File: src/rtl/menlo_i2s_tx_if.sv
// Frame push interface for the I2S transmitter:
// stereo sample pair with a valid/ready handshake.
interface menlo_i2s_tx_if #(
   parameter int DATA_WIDTH = 16
);
   logic [DATA_WIDTH-1:0] in_left;
   logic [DATA_WIDTH-1:0] in_right;
   logic                  in_valid;
   logic                  in_ready;

   modport master (
      output in_left, in_right, in_valid,
      input  in_ready
   );

   modport slave (
      input  in_left, in_right, in_valid,
      output in_ready
   );
endinterface

File: src/rtl/menlo_i2s_tx.sv
// Multi-lane I2S transmitter: clock division, frame FIFO,
// built-in sine test tone, lane enables, underrun counting.
module menlo_i2s_tx #(
   parameter int DATA_WIDTH = 16,
   parameter int SLOT_WIDTH = 16,
   parameter int NUM_LANES  = 4,
   parameter int CLK_DIV    = 4,
   parameter int FIFO_DEPTH = 8,
   parameter int TONE_STEPS = 48
) (
   input  logic                          clk,
   input  logic                          reset_n,
   menlo_i2s_tx_if.slave                 push,
   input  logic                          test_mode,
   input  logic [NUM_LANES-1:0]          lane_en,
   output logic                          sclk,
   output logic                          lrclk,
   output logic [NUM_LANES-1:0]          i2s,
   output logic [$clog2(FIFO_DEPTH):0]   fifo_level,
   output logic [15:0]                   underrun_count
);

   localparam int FB   = 2 * SLOT_WIDTH;
   localparam int PW   = $clog2(FB);
   localparam int DW   = $clog2(CLK_DIV);
   localparam int AW   = $clog2(FIFO_DEPTH);
   localparam int LW   = AW + 1;
   localparam int IW   = $clog2(TONE_STEPS);

   localparam logic [DW-1:0] DIV_LAST = DW'(CLK_DIV - 1);
   localparam logic [DW-1:0] DIV_HALF = DW'(CLK_DIV / 2);
   localparam logic [PW-1:0] P_LAST   = PW'(FB - 1);
   localparam logic [PW-1:0] P_LR_LO  = PW'(SLOT_WIDTH - 1);
   localparam logic [PW-1:0] P_LR_HI  = PW'(FB - 2);
   localparam logic [LW-1:0] L_FULL   = LW'(FIFO_DEPTH);
   localparam logic [IW-1:0] I_LAST   = IW'(TONE_STEPS - 1);

   logic [DW-1:0]           div_q, div_d;
   logic [PW-1:0]           pos_q, pos_d;
   logic [FB-1:0]           frame_q;
   logic [NUM_LANES-1:0]    lane_q;
   logic                    sclk_q, lrclk_q;
   logic [NUM_LANES-1:0]    i2s_q;
   logic [AW-1:0]           wr_q, rd_q;
   logic [LW-1:0]           cnt_q;
   logic [15:0]             urun_q;
   logic [IW-1:0]           idx_q;
   logic [2*DATA_WIDTH-1:0] mem_q [FIFO_DEPTH];

   logic                    fall, bound;
   logic                    push_ok, pop, under;
   logic [DATA_WIDTH-1:0]   tone_s, src_l, src_r;
   logic [FB-1:0]           new_frame;

   // First quarter of a 16-bit sine, truncated toward zero.
   function automatic logic [15:0] quarter(input int unsigned k);
      logic [15:0] v;
      v = 16'd0;
      unique case (k)
         0:  v = 16'd0;
         1:  v = 16'd4276;
         2:  v = 16'd8480;
         3:  v = 16'd12539;
         4:  v = 16'd16383;
         5:  v = 16'd19947;
         6:  v = 16'd23169;
         7:  v = 16'd25995;
         8:  v = 16'd28377;
         9:  v = 16'd30272;
         10: v = 16'd31650;
         11: v = 16'd32486;
         12: v = 16'd32767;
         default: v = 16'd0;
      endcase
      return v;
   endfunction

   // Full 48-step period by mirroring; trough pinned to -32768.
   function automatic logic [15:0] tone_f(input logic [IW-1:0] i);
      int unsigned k;
      int unsigned m;
      logic [15:0] v;
      k = 32'(i) % 24;
      m = (k <= 12) ? k : 24 - k;
      v = quarter(m);
      if (32'(i) == 36) v = 16'h8000;
      else if (32'(i) >= 24) v = -v;
      return v;
   endfunction

   // Sample left-justified in its slot, low bits zero.
   function automatic logic [SLOT_WIDTH-1:0] to_slot(
      input logic [DATA_WIDTH-1:0] s
   );
      logic [DATA_WIDTH+SLOT_WIDTH-1:0] w;
      w = {s, {SLOT_WIDTH{1'b0}}};
      return w[DATA_WIDTH+SLOT_WIDTH-1 -: SLOT_WIDTH];
   endfunction

   logic [DATA_WIDTH+15:0] tone_w;

   assign fall    = (div_q == DIV_LAST);
   assign bound   = fall && (pos_q == P_LAST);
   assign push_ok = push.in_valid && push.in_ready;
   assign pop     = bound && !test_mode && (cnt_q != '0);
   assign under   = bound && !test_mode && (cnt_q == '0);
   assign tone_w  = {tone_f(idx_q), {DATA_WIDTH{1'b0}}};
   assign tone_s  = tone_w[DATA_WIDTH+15 -: DATA_WIDTH];

   // Divider and bit-position next state.
   always_comb begin
      div_d = fall ? '0 : div_q + DW'(1);
      pos_d = pos_q;
      if (fall) pos_d = (pos_q == P_LAST) ? '0 : pos_q + PW'(1);
   end

   // Source of the frame latched at the next boundary.
   always_comb begin
      src_l = '0;
      src_r = '0;
      if (test_mode) begin
         src_l = tone_s;
         src_r = tone_s;
      end else if (cnt_q != '0) begin
         {src_l, src_r} = mem_q[rd_q];
      end
      new_frame = {to_slot(src_l), to_slot(src_r)};
   end

   // Serialiser: clocks, frame latch, shift-out, tone index, underruns.
   always_ff @(posedge clk or negedge reset_n) begin
      if (!reset_n) begin
         div_q   <= '0;
         pos_q   <= P_LAST;
         frame_q <= '0;
         lane_q  <= '0;
         sclk_q  <= 1'b0;
         lrclk_q <= 1'b0;
         i2s_q   <= '0;
         urun_q  <= '0;
         idx_q   <= '0;
      end else begin
         div_q  <= div_d;
         sclk_q <= (div_d >= DIV_HALF);
         if (fall) begin
            pos_q   <= pos_d;
            lrclk_q <= (pos_d >= P_LR_LO) && (pos_d <= P_LR_HI);
            if (bound) begin
               frame_q <= new_frame;
               lane_q  <= lane_en;
               i2s_q   <= lane_en & {NUM_LANES{new_frame[FB-1]}};
               if (test_mode)
                  idx_q <= (idx_q == I_LAST) ? '0 : idx_q + IW'(1);
               if (under && urun_q != 16'hFFFF)
                  urun_q <= urun_q + 16'd1;
            end else begin
               frame_q <= frame_q << 1;
               i2s_q   <= lane_q & {NUM_LANES{frame_q[FB-2]}};
            end
         end
      end
   end

   // FIFO pointers and occupancy.
   always_ff @(posedge clk or negedge reset_n) begin
      if (!reset_n) begin
         wr_q  <= '0;
         rd_q  <= '0;
         cnt_q <= '0;
      end else begin
         if (push_ok) wr_q <= wr_q + AW'(1);
         if (pop)     rd_q <= rd_q + AW'(1);
         cnt_q <= cnt_q + LW'(push_ok) - LW'(pop);
      end
   end

   // FIFO storage; contents are don't-care until written.
   always_ff @(posedge clk) begin
      if (push_ok) mem_q[wr_q] <= {push.in_left, push.in_right};
   end

   assign push.in_ready  = (cnt_q != L_FULL);
   assign sclk           = sclk_q;
   assign lrclk          = lrclk_q;
   assign i2s            = i2s_q;
   assign fifo_level     = cnt_q;
   assign underrun_count = urun_q;

endmodule
File: src/flat_wrapper.sv
// flat-port wrapper written by rule: the top's interface ports become plain ports
module menlo_i2s_tx_flat 
#(
   parameter int DATA_WIDTH = 16,
   parameter int SLOT_WIDTH = 16,
   parameter int NUM_LANES  = 4,
   parameter int CLK_DIV    = 4,
   parameter int FIFO_DEPTH = 8,
   parameter int TONE_STEPS = 48
)
  (clk, reset_n, test_mode, lane_en, sclk, lrclk, i2s, fifo_level, underrun_count, push_in_left, push_in_right, push_in_valid, push_in_ready);
  menlo_i2s_tx_if #(.DATA_WIDTH(DATA_WIDTH)) push_i ();
  input  logic clk;
  input  logic reset_n;
  input  logic test_mode;
  input  logic [NUM_LANES-1:0] lane_en;
  output logic sclk;
  output logic lrclk;
  output logic [NUM_LANES-1:0] i2s;
  output logic [$clog2(FIFO_DEPTH):0] fifo_level;
  output logic [15:0] underrun_count;
  input wire logic [$bits(push_i.in_left)-1:0] push_in_left;
  input wire logic [$bits(push_i.in_right)-1:0] push_in_right;
  input wire logic [$bits(push_i.in_valid)-1:0] push_in_valid;
  output wire logic [$bits(push_i.in_ready)-1:0] push_in_ready;
  assign push_i.in_left = push_in_left;
  assign push_i.in_right = push_in_right;
  assign push_i.in_valid = push_in_valid;
  assign push_in_ready = push_i.in_ready;
  menlo_i2s_tx #(.DATA_WIDTH(DATA_WIDTH), .SLOT_WIDTH(SLOT_WIDTH), .NUM_LANES(NUM_LANES), .CLK_DIV(CLK_DIV), .FIFO_DEPTH(FIFO_DEPTH), .TONE_STEPS(TONE_STEPS)) u_core (.clk(clk), .reset_n(reset_n), .push(push_i), .test_mode(test_mode), .lane_en(lane_en), .sclk(sclk), .lrclk(lrclk), .i2s(i2s), .fifo_level(fifo_level), .underrun_count(underrun_count));
endmodule
File: config.mk
export PLATFORM = sky130hd
export DESIGN_NAME = menlo_i2s_tx_flat
export DESIGN_NICKNAME = d
export VERILOG_FILES = /design/src/rtl/menlo_i2s_tx_if.sv /design/src/rtl/menlo_i2s_tx.sv /design/src/flat_wrapper.sv
export SDC_FILE = /design/constraint.sdc
export NUM_CORES = 1
export LEC_CHECK = 0
export BUFFER_PORTS_ARGS = -buffer_cell sky130_fd_sc_hd__buf_2
export CORE_ASPECT_RATIO = 1.4
export CORE_MARGIN = 2
export CORE_UTILIZATION = 45
export CTS_CLUSTER_SIZE = 12
export DETAILED_ROUTE_END_ITERATION = 7
export HOLD_SLACK_MARGIN = 0.03
export PLACE_DENSITY = 0.61
export REMOVE_ABC_BUFFERS = 1
export SETUP_SLACK_MARGIN = 0.05
export SYNTH_ARGS = -nofsm -noshare
export SYNTH_HDL_FRONTEND = slang
export SYNTH_SLANG_ARGS = --single-unit
File: constraint.sdc
create_clock -name clk -period 5.6 [get_ports clk]
set_input_delay 0.84 -clock clk [delete_from_list [all_inputs] [get_ports clk]]
set_output_delay 0.84 -clock clk [all_outputs]
set_load 0.01 [all_outputs]
* Word level (Yosys, flattened, before mapping)
Memory sizes are Yosys's and may differ from the RTL's.
Cells that the tools add are included.
** Storage, ports and cells
- Input bits :: 40
- Bits in writable memories :: 256
- Register bits after elaboration :: 80
- Logic and storage cells :: 68
- ROM bits :: 240
- Memories kept :: 2
- Output and inout bits :: 27
** Cells by class
- Reductions and logical operators :: 14
- Eq/ne operators :: 6
- Div/mod/pow operators :: 1
- Order comparisons :: 5
- Multiplexer cells :: 16
- Bitwise logic cells :: 2
- $add $sub $neg :: 10
** Memory list
- u_core.mem_q :: depth 8, bits a word 32, rd ports 1, clocked after Yosys merged registers in 0, wr ports 1, RTL line menlo_i2s_tx.sv:48 : logic [2*DATA_WIDTH-1:0] mem_q [FIFO_DEPTH];
- (no name shown) :: depth 16, bits a word 15, rd ports 1, clocked after Yosys merged registers in 0, wr ports 0, RTL line menlo_i2s_tx.sv:59 : unique case (k)
** Operators with widths (number)
- two-way mux 16 bit :: 7
- <= comparator 32 x 4 -> 1 bit (second input constant) :: 1
- remainder unit 6 x 5 -> 32 bit (second input constant) :: 1
- two-way mux 32 bit :: 1
- subtractor 5 x 32 -> 32 bit (first input constant) :: 1
- two-way mux 31 bit :: 1
- logical NOT 28 bit :: 1
- adder 16 x 1 -> 16 bit (second input constant) :: 1
- inequality test 16 bit (second input constant) :: 1
- negator 16 bit :: 1
- == test 6 bit (second input constant) :: 2
- two-way mux 5 bit :: 2
- bitwise AND 4 bit :: 2
- logical AND 1 bit :: 7
- adder 3 x 1 -> 3 bit (second input constant) :: 2
- adder 6 x 1 -> 6 bit (second input constant) :: 1
- greater-or-equal comparator 6 x 5 -> 1 bit (second input constant) :: 1
- two-way mux 6 bit :: 1
- AND reduction 3 bit :: 2
- adder 5 x 1 -> 5 bit (second input constant) :: 1
- == test 5 bit (second input constant) :: 1
- greater-or-equal comparator 5 x 4 -> 1 bit (second input constant) :: 1
- <= comparator 5 bit (second input constant) :: 1
- adder 4 x 1 -> 4 bit :: 1
- 12 further kinds :: 13

* Logic depth before layout (Yosys ltp)
Gate-level depths: netlist of run 1.
- Word-level depth :: 11
- Depth in mapped cells :: 16
- Depth with buffers taken out :: 13

* Worst setup path after synthesis of run 1
Ideal clock, no wire load.
- Path type :: input -> register
- Start point :: input push_in_valid
- End point :: memory u_core.mem_q[0][0] (netlist name) (enable)
- Arrival time :: 3.498 ns
- Setup slack :: 1.641 ns
- Setup time :: 0.461 ns
- Cell stages on the path :: 4
- Cell sequence :: and2_1 > clkbuf_1 > nand2b_1 > nor3_1
** Between the ends
- Word-level cells in the longest chain between the ends :: 3
** RTL lines
- from (decl) :: RTL line flat_wrapper.sv:24 : input wire logic [$bits(push_i.in_valid)-1:0] push_in_valid;
- logical AND 1 bit :: RTL line menlo_i2s_tx.sv:104 : assign push_ok = push.in_valid && push.in_ready;
- via u_core.push_ok :: RTL line menlo_i2s_tx.sv:51 : logic push_ok, pop, under;
- two-way mux 1 bit :: RTL line menlo_i2s_tx.sv:179 : if (push_ok) mem_q[wr_q] <= {push.in_left, push.in_right};
- two-way mux 1 bit (implied by the code) :: RTL line menlo_i2s_tx.sv:179
- to (decl) :: RTL line menlo_i2s_tx.sv:48
The timed path passes the listed nets, and every way through them passes these cells.

* Final worst setup path of run 1
- Start point :: register u_core.idx_q[0]
- End point :: register u_core.frame_q[1]
** Between the ends
- Word-level cells in the longest chain between the ends :: 10
** RTL lines
- from (decl) :: RTL line menlo_i2s_tx.sv:47 : logic [IW-1:0] idx_q;
- from (signal assigned) :: RTL line menlo_i2s_tx.sv:153 : idx_q <= (idx_q == I_LAST) ? '0 : idx_q + IW'(1);
- remainder unit 6 x 5 -> 32 bit :: RTL line menlo_i2s_tx.sv:83 : k = 32'(i) % 24;
- subtractor 5 x 32 -> 32 bit or <= comparator 32 x 4 -> 1 bit (tied branches) :: RTL line menlo_i2s_tx.sv:84 : m = (k <= 12) ? k : 24 - k;
- two-way mux 32 bit :: RTL line menlo_i2s_tx.sv:84
- memory read (16 x 15 bit) or logical NOT 28 bit (tied branches)
- two-way mux 16 bit :: RTL line menlo_i2s_tx.sv:59
- negator 16 bit :: RTL line menlo_i2s_tx.sv:87 : else if (32'(i) >= 24) v = -v;
- two-way mux 16 bit :: RTL line menlo_i2s_tx.sv:87
- two-way mux 16 bit * :: RTL line menlo_i2s_tx.sv:86 : if (32'(i) == 36) v = 16'h8000;
- two-way mux 16 bit * :: RTL line menlo_i2s_tx.sv:121 : if (test_mode) begin
- two-way mux 31 bit * :: RTL line menlo_i2s_tx.sv:148 : if (bound) begin
- to (signal assigned) :: RTL line menlo_i2s_tx.sv:149 : frame_q <= new_frame;
- to (signal assigned) :: RTL line menlo_i2s_tx.sv:157 : frame_q <= frame_q << 1;
- to (decl) :: RTL line menlo_i2s_tx.sv:40 : logic [FB-1:0] frame_q;
Every way passes the cells marked *; elsewhere a longest branch is shown, timed or not.
A chain may end at the register's enable or synchronous reset.

==> results of run 1 <==
layout make-up:
class / instances / area share, %
Inverter: 17 / 0.392
Clock inverter: 8 / 0.531
Timing Repair Buffer: 83 / 2.91
Clock buffer: 46 / 5.66
Tap cell: 395 / 3.04
Multi-Input combinational cell: 510 / 28.0
Sequential cell: 335 / 59.5
Yosys cell counts, types with 9 or more instances:
| cell type | number | share of area (%) |
|---|---|---|
| o21ai_0 | 29 | 1.0 |
| xnor2_1 | 23 | 1.4 |
| ha_1 | 19 | 1.6 |
| o22ai_1 | 25 | 1.1 |
| nand2_1 | 62 | 1.6 |
| edfxtp_1 | 256 | 53 |
| nand3_1 | 14 | 0.49 |
| inv_1 | 16 | 0.42 |
| clkbuf_1 | 32 | 0.83 |
| mux2_2 | 23 | 1.8 |
| xor2_1 | 12 | 0.73 |
| dfrtp_1 | 74 | 13 |
| a21oi_1 | 33 | 1.1 |
| mux4_2 | 64 | 10 |
| nand2b_1 | 9 | 0.39 |
| nor2_1 | 62 | 1.6 |
| mux2i_1 | 20 | 1.4 |
| a31oi_1 | 9 | 0.39 |
layer usage:
layer  part of all wire (%)  track usage [%]  vias to the layer above  wire length, microns
met4                    3.1             6.70                        2                   912
met5                  0.037                0                        -                    11
met2                     50             30.6                      169                 14900
met3                    3.4             2.71                       65                  1010
li1                       -                -                     3671                     -
met1                     43             23.5                     4046                 12700
kinds of logic after synthesis:
logic type	synth area share, %
compound gates	7.66
xor+xnor	2.12
fa+ha+maj	1.79
buf+inv	1.92
flops	67.0
mux	13.2
simple gates	6.37
sequential cells by signal (all words and copies together), names as in the netlist:
| signal | count |
|---|---|
| u_core.fifo_level | 4 |
| u_core.i2s | 4 |
| u_core.wr_q | 3 |
| u_core.pos_q | 5 |
| u_core.mem_q | 256 |
| u_core.frame_q | 31 |
| u_core.rd_q | 3 |
| u_core.div_q | 2 |
| u_core.lrclk | 1 |
| u_core.underrun_count | 16 |
| u_core.lane_q | 4 |
| u_core.idx_q | 6 |
metrics by stage:
stage	hold slack (ps)	util, %
final	428	51.5
after global routing	458	51.5
after CTS	436	51.5
after detailed placement	426	48.3
after global placement	421	48.3
after floorplan	401	-
report_power, final:
part	switching (W)	internal, W
Clock	0.000898	0.00120
Sequential	0.0000792	0.00301
Combinational	0.000390	0.000188
how the worst max path moves through the flow:
stage	start	endpoint	slack [ps]	depth (start not counted)
5_1_grt	u_core.idx_q[0]	u_core.frame_q[24]	1470	13
2_1_floorplan	u_core.rd_q[0]	u_core.frame_q[16]	1490	5
3_3_place_gp	u_core.idx_q[0]	u_core.frame_q[17]	1860	12
6_report	u_core.idx_q[0]	u_core.frame_q[1]	1770	12
3_5_place_dp	u_core.idx_q[0]	u_core.frame_q[17]	1790	12
4_1_cts	u_core.idx_q[0]	u_core.frame_q[17]	1780	12
==> results by group, run 1 <==
Global routing
  – Largest net degree at the start of global routing: 80
  – GR Overflow Total: 0
  – Global-route usage over all layers: 18.0%
  – Global-route wire length before repair: 46,200 microns
  – Vias in the first global route: a little over 8,000
  – Initial antenna violation count: 1

Job
  – MaxCap Viol Count: 0

Floorplan
  – DIE WIDTH: 155 microns
  – Initial core utilization: a little under half
  – Die area: 0.0336 sq mm
  – Number of I/O pins: 67
  – Die Ht: 216 microns
  – Row cnt: 77
  – Core area: between 0.03 and 0.04 sq mm

STA
  – Period Utilization, post-route: 68.4%
  – Slew margin rel.: 30.9%
  – RSZ-0062 raised after global routing: no
  – Post-Route Setup TNS: 0 ps
  – Setup-failing EPs final: 0
  – Worst clock skew: between 20 and 25 ps
  – Pin slew with the least headroom to its limit: slightly above 1000 ps
  – Final Hold Vio Count: 0
  – Setup ws final: around 1800 ps
  – Maximum clock rate: around 260 MHz
  – Max-slew violations: 0
  – Fin crit period: 3830 ps

Placement
  – Placed Area: 0.0153 sq mm
  – Placed Instances: 1,340
  – Post-DP HPWL: 17,600 microns
  – Final Wtd Congestion: about 0.86
  – Port Buffers: 66
  – Pre-CTS setup slack: roughly 1800 ps

Layout
  – Final Non-Filler Cells: 1,394
  – Filler Cells Inserted: 2,624
  – Fin area: 0.0163 sq mm
  – N_diodes: 0
  – Footprint of the multi-input gates: about 0.0045 sq mm
  – Reg area: 0.00968 sq mm
  – Most frequent cells in the layout: edfxtp_1 (256), dfrtp_1 (71), buf_2 (65), mux4_2 (64), nand2_1 (62)
  – Nets: approximately 1,000
  – Layout cells sized above 1: 24.7%
  – Commonest non-fill, non-tap cell in the layout: edfxtp_1
  – Layout area overhead: 12.6%

Clocking
  – CTS H-Tree Depth: 2
  – Clock Pin Slew Worst Setup and Hold Paths: roughly 60 ps
  – Max Root-Sink Buffers: 3
  – CTS Hold Bufs: 0
  – CTS buffer count: 35
  – Worst-Skew Late Latency: 530 ps
  – CTS Sinks: between 300 and 400
  – CTS Root Cell: clkbuf_16
  – CTS tree: done
  – Post-cts gate resize count: 0
  – Post-CTS Setup Repair Bufs: 0

Drt
  – Drt pass-1 iters: 5
  – DR vias/cell: 5.71
  – DRT antenna net count: 0
  – Iteration-0 DRC Markers: 472
  – DR DRC count: 0
  – Vias: 7,953
  – Final WL: 29,600 microns
  – Drt wl/cell: about 21 microns

Worst setup path
  – CP Launch Type: register
  – Crit-path cells: inv_1 -> ha_1 -> o21ai_1 -> a311oi_2 -> or2_1 -> nand2_1 -> a211o_1 -> ha_1 -> and2_1 -> o21ai_1 -> a31oi_1 -> mux2_2
  – Worst reg2reg setup slack: 1770 ps
  – Crit path buffers/inverters: 1
  – CP endpoint kind: register
  – Crit path max-delay family: compound AO/OA/AOI/OAI gates
  – Critical path peak fanout: 15
  – Reg2reg start: u_core.idx_q[0]
  – CP max stage delay: ~540 ps
  – Crit path DAT: 4240 ps
  – R2R cell count: 12
  – Setup Crit Path Kind: register to register
  – Critical Path Slowest Stage Cell: dfrtp_1
  – CP required: 6010 ps
  – RR Endpoint: u_core.frame_q[1]

Run status
  – Outcome: finished clean

Synthesis
  – YS warnings: 0
  – Syn Inst Count: roughly 900
  – Number of synthesized flops with an enable pin: 256
  – Flops & latches, synth: 335
  – Prevailing post-synth register cell: edfxtp_1
  – Async SR Flop Fraction: 23.6%
  – Area of the mapped netlist: 0.0144 sq mm
  – Syn Area/Cell: 15.8 sq um
  – Synth unique cells: 74
  – Sequential area share after synthesis: 67.0%

Pwr
  – Worst VDD drop: 0.172 mV
  – Pleak: approximately 5.6 nW
  – Design Power: 0.00576 W
  – PwrDens: 354 mW/mm^2

Worst hold path
  – Hold path endpoint: u_core.div_q[0]
  – Hold Crit Class: register to register
  – Cells on Worst Hold Path: 1
  – Hold_sp: u_core.div_q[0]
Note: power is estimated with default switching activity, not from simulation.
==> run 2, diff against run 1 <==
Settings changed: ABC_AREA from default to 1, PLACE_DENSITY 0.61 to 0.64.
Clock period 5.6 ns to 3.4 ns, I/O delays scaled along.
==> run 2 against run 1 <==
Effect of this change:
- hold slack lost 300 ps
- cell count up 35%
- clock power rose by 72%
- critical path type unchanged
==> results by group, run 2 <==
Synthesis
  – Sequential area share after synthesis: 65.5%
  – Syn Inst Count: roughly 1,400
  – Post-synth top area share: 52.0%
  – Async SR Flop Fraction: 23.6%
  – YS warnings: 0
  – Count leader, synth: nand2_1
  – Prevailing post-synth register cell: edfxtp_1
  – Area of the mapped netlist: 0.0148 sq mm
  – Syn Area/Cell: ~11 sq um
  – Dominant cells by area after synthesis: edfxtp_1 (52%), dfrtp_1 (13%), nand2_1 (6.7%)
  – Number of synthesized flops with an enable pin: 256
  – Flops & latches, synth: 335
  – Synth unique cells: 43
  – Dominant cell type by area after synthesis: edfxtp_1
  – Synth top cells by count: nand2_1 (263), edfxtp_1 (256), nor2_1 (164)

Clocking
  – CTS tree: done
  – CTS H-Tree Depth: 2
  – Worst-Skew Late Latency: 540 ps
  – Max Root-Sink Buffers: 3
  – CTS Hold Bufs: 0
  – Post-CTS Setup Repair Bufs: 0
  – CTS Sinks: approximately 340
  – CTS Root Cell: clkbuf_16
  – Clock Pin Slew Worst Setup and Hold Paths: approximately 60 ps
  – Post-cts gate resize count: 0
  – CTS buffer count: 35

Placement
  – Port Buffers: 66
  – Post-DP HPWL: 19,900 microns
  – Placed Instances: approximately 1,800
  – Placed Area: 0.0156 sq mm
  – Final Wtd Congestion: between 0.8 and 0.9

STA
  – Fin crit period: 3070 ps
  – RSZ-0062 raised after global routing: no
  – Post-Route Setup TNS: 0 ps
  – Final Hold Vio Count: 0
  – Max-slew violations: 0
  – Pin slew with the least headroom to its limit: 1050 ps
  – Maximum clock rate: 326 MHz
  – Period Utilization, post-route: 90.2%
  – Setup-failing EPs final: 0
  – Slew margin rel.: between 30% and 40%
  – Worst hold slack: 133 ps
  – Worst clock skew: 25.8 ps

Worst setup path
  – CP Launch Type: register
  – CP endpoint kind: register
  – Critical path peak fanout: 5
  – Setup Crit Path Kind: register to register
  – Crit path DAT: 3480 ps
  – CP required: 3810 ps

Run status
  – Outcome: finished clean

Pwr
  – Design Power: 0.00987 W
  – Pint: 0.00732 W
  – Clock share of power: 36.6%
  – Switching power: 0.00256 W
  – Switching Share: 25.9%
  – Worst VDD drop: 0.283 mV
  – Combinational Power Share: 12.2%
  – Pleak: 6.45 nW
  – PwrDens: just under 600 mW/mm^2
  – Sequential share of power: about half

Layout
  – Commonest non-fill, non-tap cell in the layout: nand2_1
  – Layout area overhead: 13.2%
  – Most flops, register: u_core.mem_q
  – Most frequent cells in the layout: nand2_1 (263), edfxtp_1 (256), nor2_1 (155), o21ai_0 (149), inv_1 (75)
  – Reg area: 0.00968 sq mm
  – Nets: between 1,000 and 1,500
  – Layout cells sized above 1: 13.6%
  – Final Non-Filler Cells: 1,884
  – Filler Cells Inserted: between 2,000 and 3,000
  – Footprint of the multi-input gates: between 0.004 and 0.005 sq mm
  – Max reg flops: approximately 260
  – Fin area: 0.0167 sq mm

Job
  – MaxCap Viol Count: 0

Floorplan
  – Initial core utilization: 45.6%
  – Row cnt: 78
  – Die area: 0.0343 sq mm
  – Die Ht: 218 microns
  – Core area: 0.0324 sq mm
  – DIE WIDTH: 157 microns
  – Number of I/O pins: 67

Global routing
  – GR Overflow Total: 0
  – Global-route usage over all layers: 20.5%
  – Vias in the first global route: between 10,000 and 15,000
  – Global-route wire length before repair: roughly 55,000 microns
  – Largest net degree at the start of global routing: 130
  – Initial antenna violation count: 3

Drt
  – Drt pass-1 iters: 5
  – DR DRC count: 0
  – DRT antenna net count: 0
  – Final WL: ~35,000 microns
  – DR vias/cell: 5.41
  – Vias: roughly 10,000
  – Drt wl/cell: about 18 microns
  – Iteration-0 DRC Markers: 751

Worst hold path
  – Hold Crit Class: input pin to async pin
[run 2: changes by cell type after synthesis, sizes merged, moves of 23 or more]
cell    previous run  this run
clkbuf            32        68
mux2              23         0
nor2              63       168
nand2             62       275
o221ai             4        45
nand3             14        79
mux4              64         0
inv               17        82
o21ai             33       156
[run 2: per-stage QoR]
step	utilization (%)	worst slack (ps)
final	51.6	335
after global routing	51.6	53.7
after CTS	51.6	350
after detailed placement	48.3	378
after global placement	48.3	462
after floorplan	-	-1660
[run 2: worst paths after layout]
path / startpoint / to / slack [ps] / depth (start not counted)
setup / recovery: u_core.pos_q[0] / u_core.underrun_count[15] / 330 / 15
hold / removal: reset_n / u_core.rd_q[1] / 130 / 1
setup reg to reg: u_core.pos_q[0] / u_core.underrun_count[15] / 330 / 15
hold reg to reg: u_core.div_q[0] / u_core.div_q[0] / 420 / 1
max in group asynchronous: reset_n / u_core.rd_q[0] / 2470 / 1
min in group clk: lane_en[3] / u_core.lane_q[3] / 200 / 3
[run 2: final cells by class]
class	count	share of cell area (%)
diodes	1	0.0150
clock inverters	7	0.628
repair buffers	96	3.49
inverters	82	1.86
multi-input cells	866	27.1
well taps	440	3.29
clock buffers	57	5.79
flip-flops and latches	335	57.9
[run 2: critical path, stage by stage (launching register included)]
cell	delay, ps
dfstp_2	530
ha_1	160
inv_1	50
nor2_1	100
ha_1	260
nand2_1	180
nor2_1	160
and3_1	190
nand4_1	120
nor2_1	110
nand2_1	90
nor2_1	200
nand4_1	170
nor3_1	310
nand3_1	150
xnor2_1	150
[run 2: cell families after synthesis]
logic type | Yosys count | share of synthesized area (%)
adder cells (fa/ha/maj) | 20 | 1.74
flip-flops | 335 | 65.5
AND/OR/NAND/NOR | 552 | 16.0
buffers and inverters | 160 | 4.32
AO/OA/AOI/OAI | 271 | 11.1
XOR/XNOR | 23 | 1.36
[run 2: metal layers]
metal	vias to the layer above	global-route usage (%)	share of wire, %
li1	4886	-	-
met1	4948	25.1	41
met2	282	35.4	49
met3	78	3.69	5.5
met4	4	8.82	3.6
met5	-	0	0.061
[run 2: power groups by stage]
stage	Sequential, W	Combinational, W	Clock (W)
after detailed placement	0.00513	0.00122	0
after CTS	0.00506	0.00122	0.00368
final	0.00506	0.00120	0.00362
after global routing	0.00509	0.00133	0.00385
after global placement	0.00512	0.00120	0
after floorplan	0.00514	0.000686	0
==> run 3, diff against run 2 <==
Settings changed: ABC_AREA 1 to default, GPL_TIMING_DRIVEN from default to 1.
==> run 3 against run 2 <==
Effect of this change:
- non-clock buffer count up 11
- setup slack got worse by 150 ps
- first-iteration DRC count shrank 20%
- critical endpoint is now u_core.frame_q[1]
==> results by group, run 3 (same netlist as run 1, synthesis figures left out) <==
Drt
  – WL met3: around 1300 microns
  – Iteration-0 DRC Markers: 600
  – DRT antenna net count: 0
  – Max Used Layer: met5
  – DR DRC count: 0
  – Drt pass-1 iters: 5
  – DR vias/cell: ~5.7
  – Met1 WL: around 12,000 microns
  – Drt wl/cell: 21.6 microns
  – Routed wl met2: between 15,000 and 20,000 microns
  – Vias: between 8,000 and 9,000
  – Final WL: 30,900 microns

Worst setup path
  – CP endpoint kind: register
  – Crit path DAT: 3620 ps
  – Setup Crit Path Kind: register to register
  – CP Launch Type: register
  – Critical path peak fanout: 4
  – CP required: 3800 ps

STA
  – Fin crit period: 3220 ps
  – Period Utilization, post-route: roughly 95%
  – Maximum clock rate: 311 MHz
  – RSZ-0062 raised after global routing: no
  – Final Hold Vio Count: 0
  – Pin slew with the least headroom to its limit: 1060 ps
  – Setup-failing EPs final: 0
  – Post-Route Setup TNS: 0 ps
  – Max-slew violations: 0
  – Slew margin rel.: between 20% and 30%
  – Worst clock skew: ~18 ps

Pwr
  – Pleak: 5.82 nW
  – PwrDens: 584 mW/mm^2
  – Worst VDD drop: between 0.3 and 0.4 mV

Clocking
  – Clock Pin Slew Worst Setup and Hold Paths: ~60 ps
  – CTS Sinks: between 300 and 400
  – CTS buffer count: 35
  – Worst-Skew Late Latency: between 500 and 600 ps
  – CTS Hold Bufs: 0
  – CTS H-Tree Depth: 2
  – CTS tree: done
  – CTS Root Cell: clkbuf_16
  – Max Root-Sink Buffers: 3

Floorplan
  – Core area: 0.0316 sq mm
  – DIE WIDTH: 155 microns
  – Initial core utilization: between 40% and 50%
  – Die Ht: ~220 microns
  – Die area: approximately 0.034 sq mm
  – Row cnt: 77
  – Number of I/O pins: 67

Layout
  – Filler Cells Inserted: 2,553
  – N_diodes: 0
  – Max reg flops: 256
  – Nets: 1,066
  – Most frequent cells in the layout: edfxtp_1 (256), dfrtp_1 (71), buf_2 (65), mux4_2 (64), nand2_1 (62)
  – Layout cells sized above 1: 27.5%
  – Layout area overhead: 15.2%
  – Most flops, register: u_core.mem_q
  – Fin area: 0.0166 sq mm
  – Commonest non-fill, non-tap cell in the layout: edfxtp_1
  – Final Non-Filler Cells: roughly 1,400

Job
  – MaxCap Viol Count: 0

Global routing
  – Largest net degree at the start of global routing: 80
  – Vias in the first global route: around 8,600
  – GR Overflow Total: 0
  – Global-route usage over all layers: 18.8%
  – Global-route wire length before repair: approximately 48,000 microns
  – Initial antenna violation count: 3

Placement
  – Port Buffers: 66
  – Placed Area: 0.0155 sq mm
  – Post-DP HPWL: 19,200 microns
  – Placed Instances: around 1,400
  – Final Wtd Congestion: 0.879

Run status
  – Outcome: finished clean

Worst hold path
  – Hold Crit Class: input pin to async pin
## run 3: per-stage QoR
| step | power, W | setup slack (ps) | utilization, % | hold WS [ps] |
|---|---|---|---|---|
| 6_report | 0.00971 | 183 | 52.6 | 169 |
| 5_1_grt | 0.0101 | 44.5 | 52.6 | 195 |
| 4_1_cts | 0.00984 | 135 | 52.4 | 178 |
| 3_5_place_dp | 0.00619 | 161 | 49.0 | 422 |
| 3_3_place_gp | 0.00615 | 176 | 49.0 | 422 |
| 2_1_floorplan | 0.00568 | -711 | - | 214 |
## run 3: area by class of cell
type	instances	area, sq um	area share (%)
flip-flops and latches	335	9680	58.2
multi-input cells	510	4600	27.7
clock buffers	58	1010	6.10
repair buffers	107	703	4.23
well taps	395	494	2.97
clock inverters	6	71.3	0.429
inverters	17	63.8	0.384
## run 3: timing repair
action,CTS,global route
gates resized for setup,0,12
endpoints found under the hold margin,0,0
endpoints found under the setup margin,0,16
setup buffers,0,0
## run 3: final timing paths
path                                 start           endpoint  slack [ps]  depth (start not counted)
max in group asynchronous          reset_n     u_core.rd_q[0]        2450                          1
hold reg to reg            u_core.div_q[0]    u_core.div_q[0]         430                          1
setup / recovery           u_core.idx_q[4]  u_core.frame_q[1]         180                         11
hold / removal                     reset_n     u_core.wr_q[1]         170                          1
min in group clk                lane_en[2]   u_core.lane_q[2]         190                          3
setup reg to reg           u_core.idx_q[4]  u_core.frame_q[1]         180                         11
## run 3: where the power goes
part / total, W / internal (W) / leakage, nW / switching, W
Combinational: 0.000997 / 0.000340 / 1.97 / 0.000657
Sequential: 0.00508 / 0.00495 / 3.33 / 0.000134
Clock: 0.00363 / 0.00212 / 0.525 / 0.00151
Total: 0.00971 / 0.00741 / 5.82 / 0.00230
## run 3: layer usage
layer / track usage, % / vias to the layer above
li1: - / 3735
met5: 0 / -
met2: 33.8 / 186
met4: 5.84 / 6
met1: 23.1 / 4208
met3: 3.27 / 60
## run 3: worst max-delay path, stage by stage (launching register included)
cell and delay (ps):
dfrtp_1 410, ha_4 290, and4b_2 250, o221a_4 280, a32o_1 260, or3_4 400
a211o_1 280, ha_2 270, and2_1 130, o21ai_1 160, a31oi_1 100, mux2_2 280
